<file path="src/rtl/key_event_decoder_if.sv">
// Key event decoder signal bundle.
// master drives the key side, slave is the decoder.
interface key_event_decoder_if;
  logic key_down;
  logic ms10_tick;
  logic short_pulse;
  logic double_pulse;
  logic long_pulse;
  logic hold_active;

  modport master (
    output key_down,
    output ms10_tick,
    input  short_pulse,
    input  double_pulse,
    input  long_pulse,
    input  hold_active
  );

  modport slave (
    input  key_down,
    input  ms10_tick,
    output short_pulse,
    output double_pulse,
    output long_pulse,
    output hold_active
  );
endinterface

</file>
<file path="src/rtl/key_event_decoder.sv">
// Key gesture decoder: short click, double click,
// long press with auto-repeat, from a debounced key.
module key_event_decoder #(
  parameter int LONG_TICKS = 100,
  parameter int DBL_TICKS  = 30,
  parameter int RPT_TICKS  = 20
) (
  input  logic          clk,
  input  logic          sys_rst_n,
  key_event_decoder_if.slave kif
);

  localparam logic [2:0] IDLE      = 3'd0;
  localparam logic [2:0] PRESS1    = 3'd1;
  localparam logic [2:0] WAIT2     = 3'd2;
  localparam logic [2:0] PRESS2    = 3'd3;
  localparam logic [2:0] LONG_HOLD = 3'd4;

  localparam logic [7:0] LONG_T = 8'(LONG_TICKS);
  localparam logic [7:0] DBL_T  = 8'(DBL_TICKS);
  localparam logic [7:0] RPT_T  = 8'(RPT_TICKS);

  logic [2:0] state_q, state_d;
  logic [7:0] cnt_q, cnt_d;
  logic       key_d_q, key_d_d;
  logic       short_q, short_d;
  logic       dbl_q, dbl_d;
  logic       long_q, long_d;
  logic       hold_q, hold_d;

  logic       rise, fall, tick;
  logic [7:0] cnt_inc;

  assign rise    = kif.key_down & ~key_d_q;
  assign fall    = ~kif.key_down & key_d_q;
  assign tick    = kif.ms10_tick;
  assign cnt_inc = cnt_q + 8'd1;

  // next-state, tick counter and pulse decode; edges beat ticks
  always_comb begin
    key_d_d = kif.key_down;
    state_d = state_q;
    cnt_d   = cnt_q;
    short_d = 1'b0;
    dbl_d   = 1'b0;
    long_d  = 1'b0;
    unique case (state_q)
      IDLE: begin
        if (rise) begin
          state_d = PRESS1;
          cnt_d   = '0;
        end
      end
      PRESS1: begin
        if (fall) begin
          state_d = WAIT2;
          cnt_d   = '0;
        end else if (tick) begin
          if (cnt_inc == LONG_T) begin
            state_d = LONG_HOLD;
            cnt_d   = '0;
            long_d  = 1'b1;
          end else begin
            cnt_d = cnt_inc;
          end
        end
      end
      WAIT2: begin
        if (rise) begin
          state_d = PRESS2;
          cnt_d   = '0;
          dbl_d   = 1'b1;
        end else if (tick) begin
          if (cnt_inc == DBL_T) begin
            state_d = IDLE;
            cnt_d   = '0;
            short_d = 1'b1;
          end else begin
            cnt_d = cnt_inc;
          end
        end
      end
      PRESS2: begin
        if (fall) begin
          state_d = IDLE;
          cnt_d   = '0;
        end
      end
      LONG_HOLD: begin
        if (fall) begin
          state_d = IDLE;
          cnt_d   = '0;
        end else if (tick) begin
          if (cnt_inc == RPT_T) begin
            cnt_d  = '0;
            long_d = 1'b1;
          end else begin
            cnt_d = cnt_inc;
          end
        end
      end
      default: begin
        state_d = IDLE;
        cnt_d   = '0;
      end
    endcase
    hold_d = (state_d == LONG_HOLD);
  end

  // state, counter, key history and registered outputs
  always_ff @(posedge clk or negedge sys_rst_n) begin
    if (!sys_rst_n) begin
      state_q <= IDLE;
      cnt_q   <= '0;
      key_d_q <= 1'b0;
      short_q <= 1'b0;
      dbl_q   <= 1'b0;
      long_q  <= 1'b0;
      hold_q  <= 1'b0;
    end else begin
      state_q <= state_d;
      cnt_q   <= cnt_d;
      key_d_q <= key_d_d;
      short_q <= short_d;
      dbl_q   <= dbl_d;
      long_q  <= long_d;
      hold_q  <= hold_d;
    end
  end

  assign kif.short_pulse  = short_q;
  assign kif.double_pulse = dbl_q;
  assign kif.long_pulse   = long_q;
  assign kif.hold_active  = hold_q;

endmodule

</file>
<file path="src/flat_wrapper.sv">
// flat-port wrapper written by rule: the top's interface ports become plain ports
module key_event_decoder_flat 
#(
  parameter int LONG_TICKS = 100,
  parameter int DBL_TICKS  = 30,
  parameter int RPT_TICKS  = 20
)
  (clk, sys_rst_n, kif_key_down, kif_ms10_tick, kif_short_pulse, kif_double_pulse, kif_long_pulse, kif_hold_active);
  key_event_decoder_if kif_i ();
  input  logic clk;
  input  logic sys_rst_n;
  input wire logic [$bits(kif_i.key_down)-1:0] kif_key_down;
  input wire logic [$bits(kif_i.ms10_tick)-1:0] kif_ms10_tick;
  output wire logic [$bits(kif_i.short_pulse)-1:0] kif_short_pulse;
  output wire logic [$bits(kif_i.double_pulse)-1:0] kif_double_pulse;
  output wire logic [$bits(kif_i.long_pulse)-1:0] kif_long_pulse;
  output wire logic [$bits(kif_i.hold_active)-1:0] kif_hold_active;
  assign kif_i.key_down = kif_key_down;
  assign kif_i.ms10_tick = kif_ms10_tick;
  assign kif_short_pulse = kif_i.short_pulse;
  assign kif_double_pulse = kif_i.double_pulse;
  assign kif_long_pulse = kif_i.long_pulse;
  assign kif_hold_active = kif_i.hold_active;
  key_event_decoder #(.LONG_TICKS(LONG_TICKS), .DBL_TICKS(DBL_TICKS), .RPT_TICKS(RPT_TICKS)) u_core (.clk(clk), .sys_rst_n(sys_rst_n), .kif(kif_i));
endmodule
</file>
<file path="config.mk">
export PLATFORM = sky130hd
export DESIGN_NAME = key_event_decoder_flat
export DESIGN_NICKNAME = d
export VERILOG_FILES = /design/src/rtl/key_event_decoder_if.sv /design/src/rtl/key_event_decoder.sv /design/src/flat_wrapper.sv
export SDC_FILE = /design/constraint.sdc
export NUM_CORES = 1
export LEC_CHECK = 0
export CORE_ASPECT_RATIO = 1.4
export CORE_MARGIN = 3
export CORE_UTILIZATION = 55
export DETAILED_ROUTE_END_ITERATION = 16
export GPL_ROUTABILITY_DRIVEN = 0
export PLACE_DENSITY = 0.75
export SYNTH_ARGS = -nofsm -noshare
export SYNTH_HDL_FRONTEND = slang
export SYNTH_SLANG_ARGS = --single-unit
export TNS_END_PERCENT = 5
</file>
<file path="constraint.sdc">
create_clock -name clk -period 4.9 [get_ports clk]
set_input_delay 0.735 -clock clk [delete_from_list [all_inputs] [get_ports clk]]
set_output_delay 0.735 -clock clk [all_outputs]
set_load 0.05 [all_outputs]
</file>
Word-level counts from Yosys, hierarchy flattened:

Cells that the tools add are included.

* equality and inequality tests: 13
* add/subtract/negate cells: 1
* muxes and demuxes: 34
* reduce and logical (&&, ||, !) cells: 3
* bitwise logic cells: 4

Operator list (number)
* 8-bit two-way mux: 11
* 8-bit case mux with 5 select lines: 1
* 3-bit two-way mux: 8
* 8-bit by 5-bit equality test with 1-bit output, second input constant: 2
* 1-bit two-way mux: 12
* 3-bit case mux with 4 select lines: 1
* 3-bit by 2-bit != test with 1-bit output, second input constant: 3
* 8-bit by 1-bit adder with 8-bit output, second input constant: 1
* 8-bit by 7-bit equality test with 1-bit output, second input constant: 1
* 3-bit by 2-bit equality test with 1-bit output, second input constant: 2
* 3-bit equality test, second input constant: 2
* 5-bit AND reduction: 1
* 2-bit by 1-bit != test with 1-bit output, second input constant: 2
* 3-bit by 1-bit equality test with 1-bit output, second input constant: 1
* 3-bit logical NOT: 1
* 1-bit bitwise AND: 2
* 1-bit inverter: 2
* 1-bit case mux with 2 select lines: 1
* 2-bit OR reduction: 1

* register bits: 16
* bits of input ports: 4
* word-level logic and storage cells: 62

Longest topological paths before layout:

* depth after elaboration: 7
* depth in mapped cells: 8

Worst setup path after synthesis:

Ideal clock, no wire load.

* path type: reg2reg
* from: register u_core.cnt_q[0]
* to: register u_core.cnt_q[5]
* library setup time: 0.131 ns
* arrival time: 1.896 ns
* path buffers: 1
* cell stages (with the launch flop): 9
* period minus slack after synthesis: 2.027 ns
* slack: 2.873 ns
* cells stage by stage: dfrtp_1 -> ha_1 -> and3_1 -> buf_6 -> or4_4 -> nor2_4 -> nor4_1 -> a221oi_2 -> o31ai_1

* cells in the longest elaborated chain, start to end: 6

Ends and longest elaborated chain
* from (decl): RTL line key_event_decoder.sv:24 `logic [7:0] cnt_q, cnt_d;`
* from (signal assigned): RTL line key_event_decoder.sv:122 `cnt_q <= cnt_d;`
* 8-bit by 1-bit adder with 8-bit output (*): RTL line key_event_decoder.sv:37 `assign cnt_inc = cnt_q + 8'd1;`
* 8-bit by 5-bit equality test with 1-bit output, or another cell as far along: RTL line key_event_decoder.sv:94 `if (cnt_inc == RPT_T) begin`
* 8-bit two-way mux, on equally long branches: RTL line key_event_decoder.sv:94, key_event_decoder.sv:74, key_event_decoder.sv:59
* 8-bit two-way mux, on equally long branches: RTL line key_event_decoder.sv:93, key_event_decoder.sv:73, key_event_decoder.sv:58
* 8-bit two-way mux, on equally long branches: RTL line key_event_decoder.sv:90, key_event_decoder.sv:55, key_event_decoder.sv:69
* 8-bit case mux with 5 select lines (*): RTL line key_event_decoder.sv:47 `unique case (state_q)`

Mark *: on every way between the ends. The rest lies on a longest branch, timed or not. The select of a mux whose other input is x is not followed.
A chain may end at the register's enable or synchronous reset.

Final worst setup path:

* from: input port kif_key_down
* to: register u_core.cnt_q[5]

* cells in the longest elaborated chain, start to end: 4

Ends and longest elaborated chain
* from (decl): RTL line flat_wrapper.sv:12 `input wire logic [$bits(kif_i.key_down)-1:0] kif_key_down;`
* 1-bit inverter: RTL line key_event_decoder.sv:35 `assign fall = ~kif.key_down & key_d_q;`
* 1-bit bitwise AND: RTL line key_event_decoder.sv:35
* 3-bit by 2-bit != test with 1-bit output (no line), or another cell as far along
* 5-bit AND reduction (no line) / 8-bit case mux with 5 select lines (equally long branches)

Parallel ways exist; a longest one is shown, timed or not.

==> impl_metrics.py <==
metrics = {
    "run_status": {
        "status": "complete, no violations",
    },
    "clock_tree": {
        "clock_sinks": 16,
        "clkTransAtPathRegs_ns": 0.09,
        "cts_buffer_depth": 2,
        "cts-htree-levels": 1,
        "cts_resized": 0,
        "ctsHoldBuffers": 0,
        "numCtsBuffers": 3,
        "post_cts_buffers": 0,
        "cts-root-buf": "clkbuf_4",
        "worstSkewPairLatency_ns": 0.29,
        "cts_tree": "built",
    },
    "worst_setup_path": {
        "worstPathMaxFanout": 10,
        "critical_path_required_ns": 5.10,
        "crit_arrival_ns": 2.69,
        "path_class": "input pin to flop",
        "end_kind": "flop",
        "start_kind": "input pin",
    },
    "synth": {
        "yosys.area.top_type": "dfrtp_1",
        "synth.area.top_cells": "dfrtp_1 33%, nor2b_1 4.2%, nor2_1 3.4%",
        "synth_edf_count": 0,
        "syn_avg_cell_area_um2": 8.64,
        "netlist_area_mm2": 0.00120,
        "synth_top_area_frac": 0.333,
        "synthArstFlopShare": 1.00,
        "ys_seq_elements": 16,
        "postSynthCellCount": 139,
        "ys.flop_type": "dfrtp_1",
        "seq_area_frac_synth": 0.333,
        "yosys_warnings": 0,
        "syn-num-nets": 146,
        "synth_cell_type_count": 50,
    },
    "global_route": {
        "antenna_found_initial": 0,
        "gr-total-overflow": 0,
        "grt_pass1_vias": 1012,
        "grt_max_degree": 17,
        "grt_pass1_wl_um": 4380,
        "groute.usage.overall": 0.216,
    },
    "sta": {
        "holdWs_ns": 0.611,
        "hold_violations": 0,
        "fin_setup_tns_ns": 0,
        "slew_headroom": 0.520,
        "rsz0062_at_grt": "false",
        "period_share": 0.509,
        "fin_skew_ns": 0.0117,
        "fmaxAchievable_ghz": 0.401,
        "setup_viol_count_final": 0,
        "fin_crit_ns": 2.50,
        "slew_viol_final": 0,
        "worstMarginPinSlew_ns": 0.718,
    },
    "power": {
        "seqPwrFrac": 0.518,
        "p_per_area_mw_per_mm2": 263,
        "switchingPower_uw": 125,
        "internal_power_uw": 211,
        "switching_share": 0.372,
        "power.leakage_uw": 0.000524,
        "pwr-share-clk": 0.214,
        "max-vdd-ir-drop_uv": 188,
        "combPwrFrac": 0.268,
    },
    "final_layout": {
        "antenna_cells": 0,
        "final.fill_count": 171,
        "finalNetCount": 151,
        "drive_gt1_frac": 0.106,
        "syn2layout_area_growth_pct": 6.35,
    },
    "die": {
        "core_area_mm2": 0.00202,
        "die_h_um": 61.3,
        "ios": 8,
        "die_area_mm2": 0.00279,
        "initial_utilization": 0.594,
        "die_w_um": 45.5,
        "row_count": 19,
    },
    "routing": {
        "drt-initial-drc-count": 36,
        "viasPerCell": 6.40,
        "vias": 1043,
        "wl_per_cell_um": 16.2,
        "routed_wl_um": 2640,
        "ant_nets": 0,
        "drc_errors": 0,
        "first_pass_iters": 4,
    },
    "place": {
        "port_buffers": 7,
        "dp_hpwl_um": 1990,
    },
    "job": {
        "maxCapViolCount": 0,
    },
    "hold_path": {
        "hold_path.class": "flop to flop",
    },
}
-- cells in the mapped netlist (all sizes together) (2+ instances only) --
master / count
nand3: 8
nor3: 7
ha: 3
a21oi: 5
buf: 6
dfrtp: 16
and2b: 3
nor2b: 8
o31ai: 2
a21boi: 2
nand2: 10
a22oi: 2
mux2i: 2
and4: 2
o221ai: 2
nor2: 15
o211ai: 2
o21ai: 9
and3: 2
nand3b: 2
a31oi: 3
inv: 4
nand2b: 5
-- final timing paths --
check | from | to | slack [ns] | cells past startpoint
worst max-delay path | kif_key_down | u_core.cnt_q[5] | 2.40 | 7
worst min-delay path | u_core.state_q[2] | u_core.state_q[1] | 0.61 | 1
worst max register to register | u_core.cnt_q[0] | u_core.cnt_q[5] | 2.70 | 7
worst min register to register | u_core.state_q[2] | u_core.state_q[1] | 0.61 | 1
max in group asynchronous | sys_rst_n | u_core.cnt_q[5] | 3.58 | 1
min in group asynchronous | sys_rst_n | u_core.kif.hold_active | 0.86 | 1
-- cell families after synthesis --
family / count (synthesis) / synth area share
buffers and inverters: 11 / 0.0479
flip-flops: 16 / 0.333
multiplexers: 2 / 0.0167
AND/OR/NAND/NOR: 70 / 0.341
adder cells (fa/ha/maj): 3 / 0.0313
XOR/XNOR: 1 / 0.00729
AO/OA/AOI/OAI: 36 / 0.223
-- power by group through the flow --
| stage | registers (µW) | logic (µW) | clock network (µW) |
|---|---|---|---|
| floorplan | 165 | 78.1 | 0 |
| global placement | 175 | 87.9 | 0 |
| detailed placement | 177 | 89.6 | 0 |
| CTS | 174 | 90.0 | 71.8 |
| global route | 178 | 102 | 76.2 |
| finish | 174 | 90.3 | 71.9 |
-- stage by stage --
step	util	cells	setup slack [ns]	total power, µW	instance area, µm²
detailed placement	0.621	160	2.13	266	1250
global route	0.632	163	2.21	355	1280
finish	0.632	163	2.40	336	1280
floorplan	-	139	2.87	243	1200
CTS	0.632	163	2.43	336	1280
global placement	0.621	160	2.21	263	1250
-- sequential cells by signal, indices dropped and copies added (netlist names) --
name / flops
u_core.kif.long_pulse: 1
u_core.state_q: 3
u_core.kif.double_pulse: 1
u_core.kif.short_pulse: 1
u_core.cnt_q: 8
u_core.kif.hold_active: 1
u_core.key_d_q: 1
-- layer usage --
metal  global-route usage  part of all wire  vias to the layer above
met3               0.0263             0.023                        9
met1                0.244              0.43                      502
met2                0.377              0.50                       15
met4                0.130             0.038                        0
met5                    0                 0                        -
li1                     -                 -                      517
-- cell type report --
| class | instances | area (µm²) | share of cell area |
|---|---|---|---|
| clock buffers | 3 | 22.5 | 0.0176 |
| inverters | 4 | 15.0 | 0.0118 |
| multi-input cells | 112 | 743 | 0.582 |
| flip-flops and latches | 16 | 400 | 0.313 |
| well taps | 21 | 26.3 | 0.0206 |
| repair buffers | 7 | 70.1 | 0.0548 |
-- cells in the final DEF, fill, tap and decap left out, drive strengths merged, types with 2 or more instances in the layout --
cell / synthesis / final
and3: 2 / 2
a21oi: 5 / 5
o21ai: 9 / 9
a21boi: 2 / 2
o31ai: 2 / 2
nor2b: 8 / 8
clkdlybuf4s50: 0 / 7
inv: 4 / 4
clkbuf: 1 / 3
nand3: 8 / 8
nor3: 7 / 7
and4: 2 / 2
nor2: 15 / 15
nand2b: 5 / 5
ha: 3 / 3
nand3b: 2 / 2
a22oi: 2 / 2
o221ai: 2 / 2
and2b: 3 / 3
dfrtp: 16 / 16
mux2i: 2 / 2
o211ai: 2 / 2
a31oi: 3 / 3
nand2: 10 / 10
-- critical path: stages --
cell	delay, ns
clkdlybuf4s50_1	0.46
nor2b_1	0.46
mux2i_1	0.13
and4_1	0.34
nor2_2	0.26
a21oi_2	0.11
o31ai_1	0.20
Power figures use the tool's default switching activity.
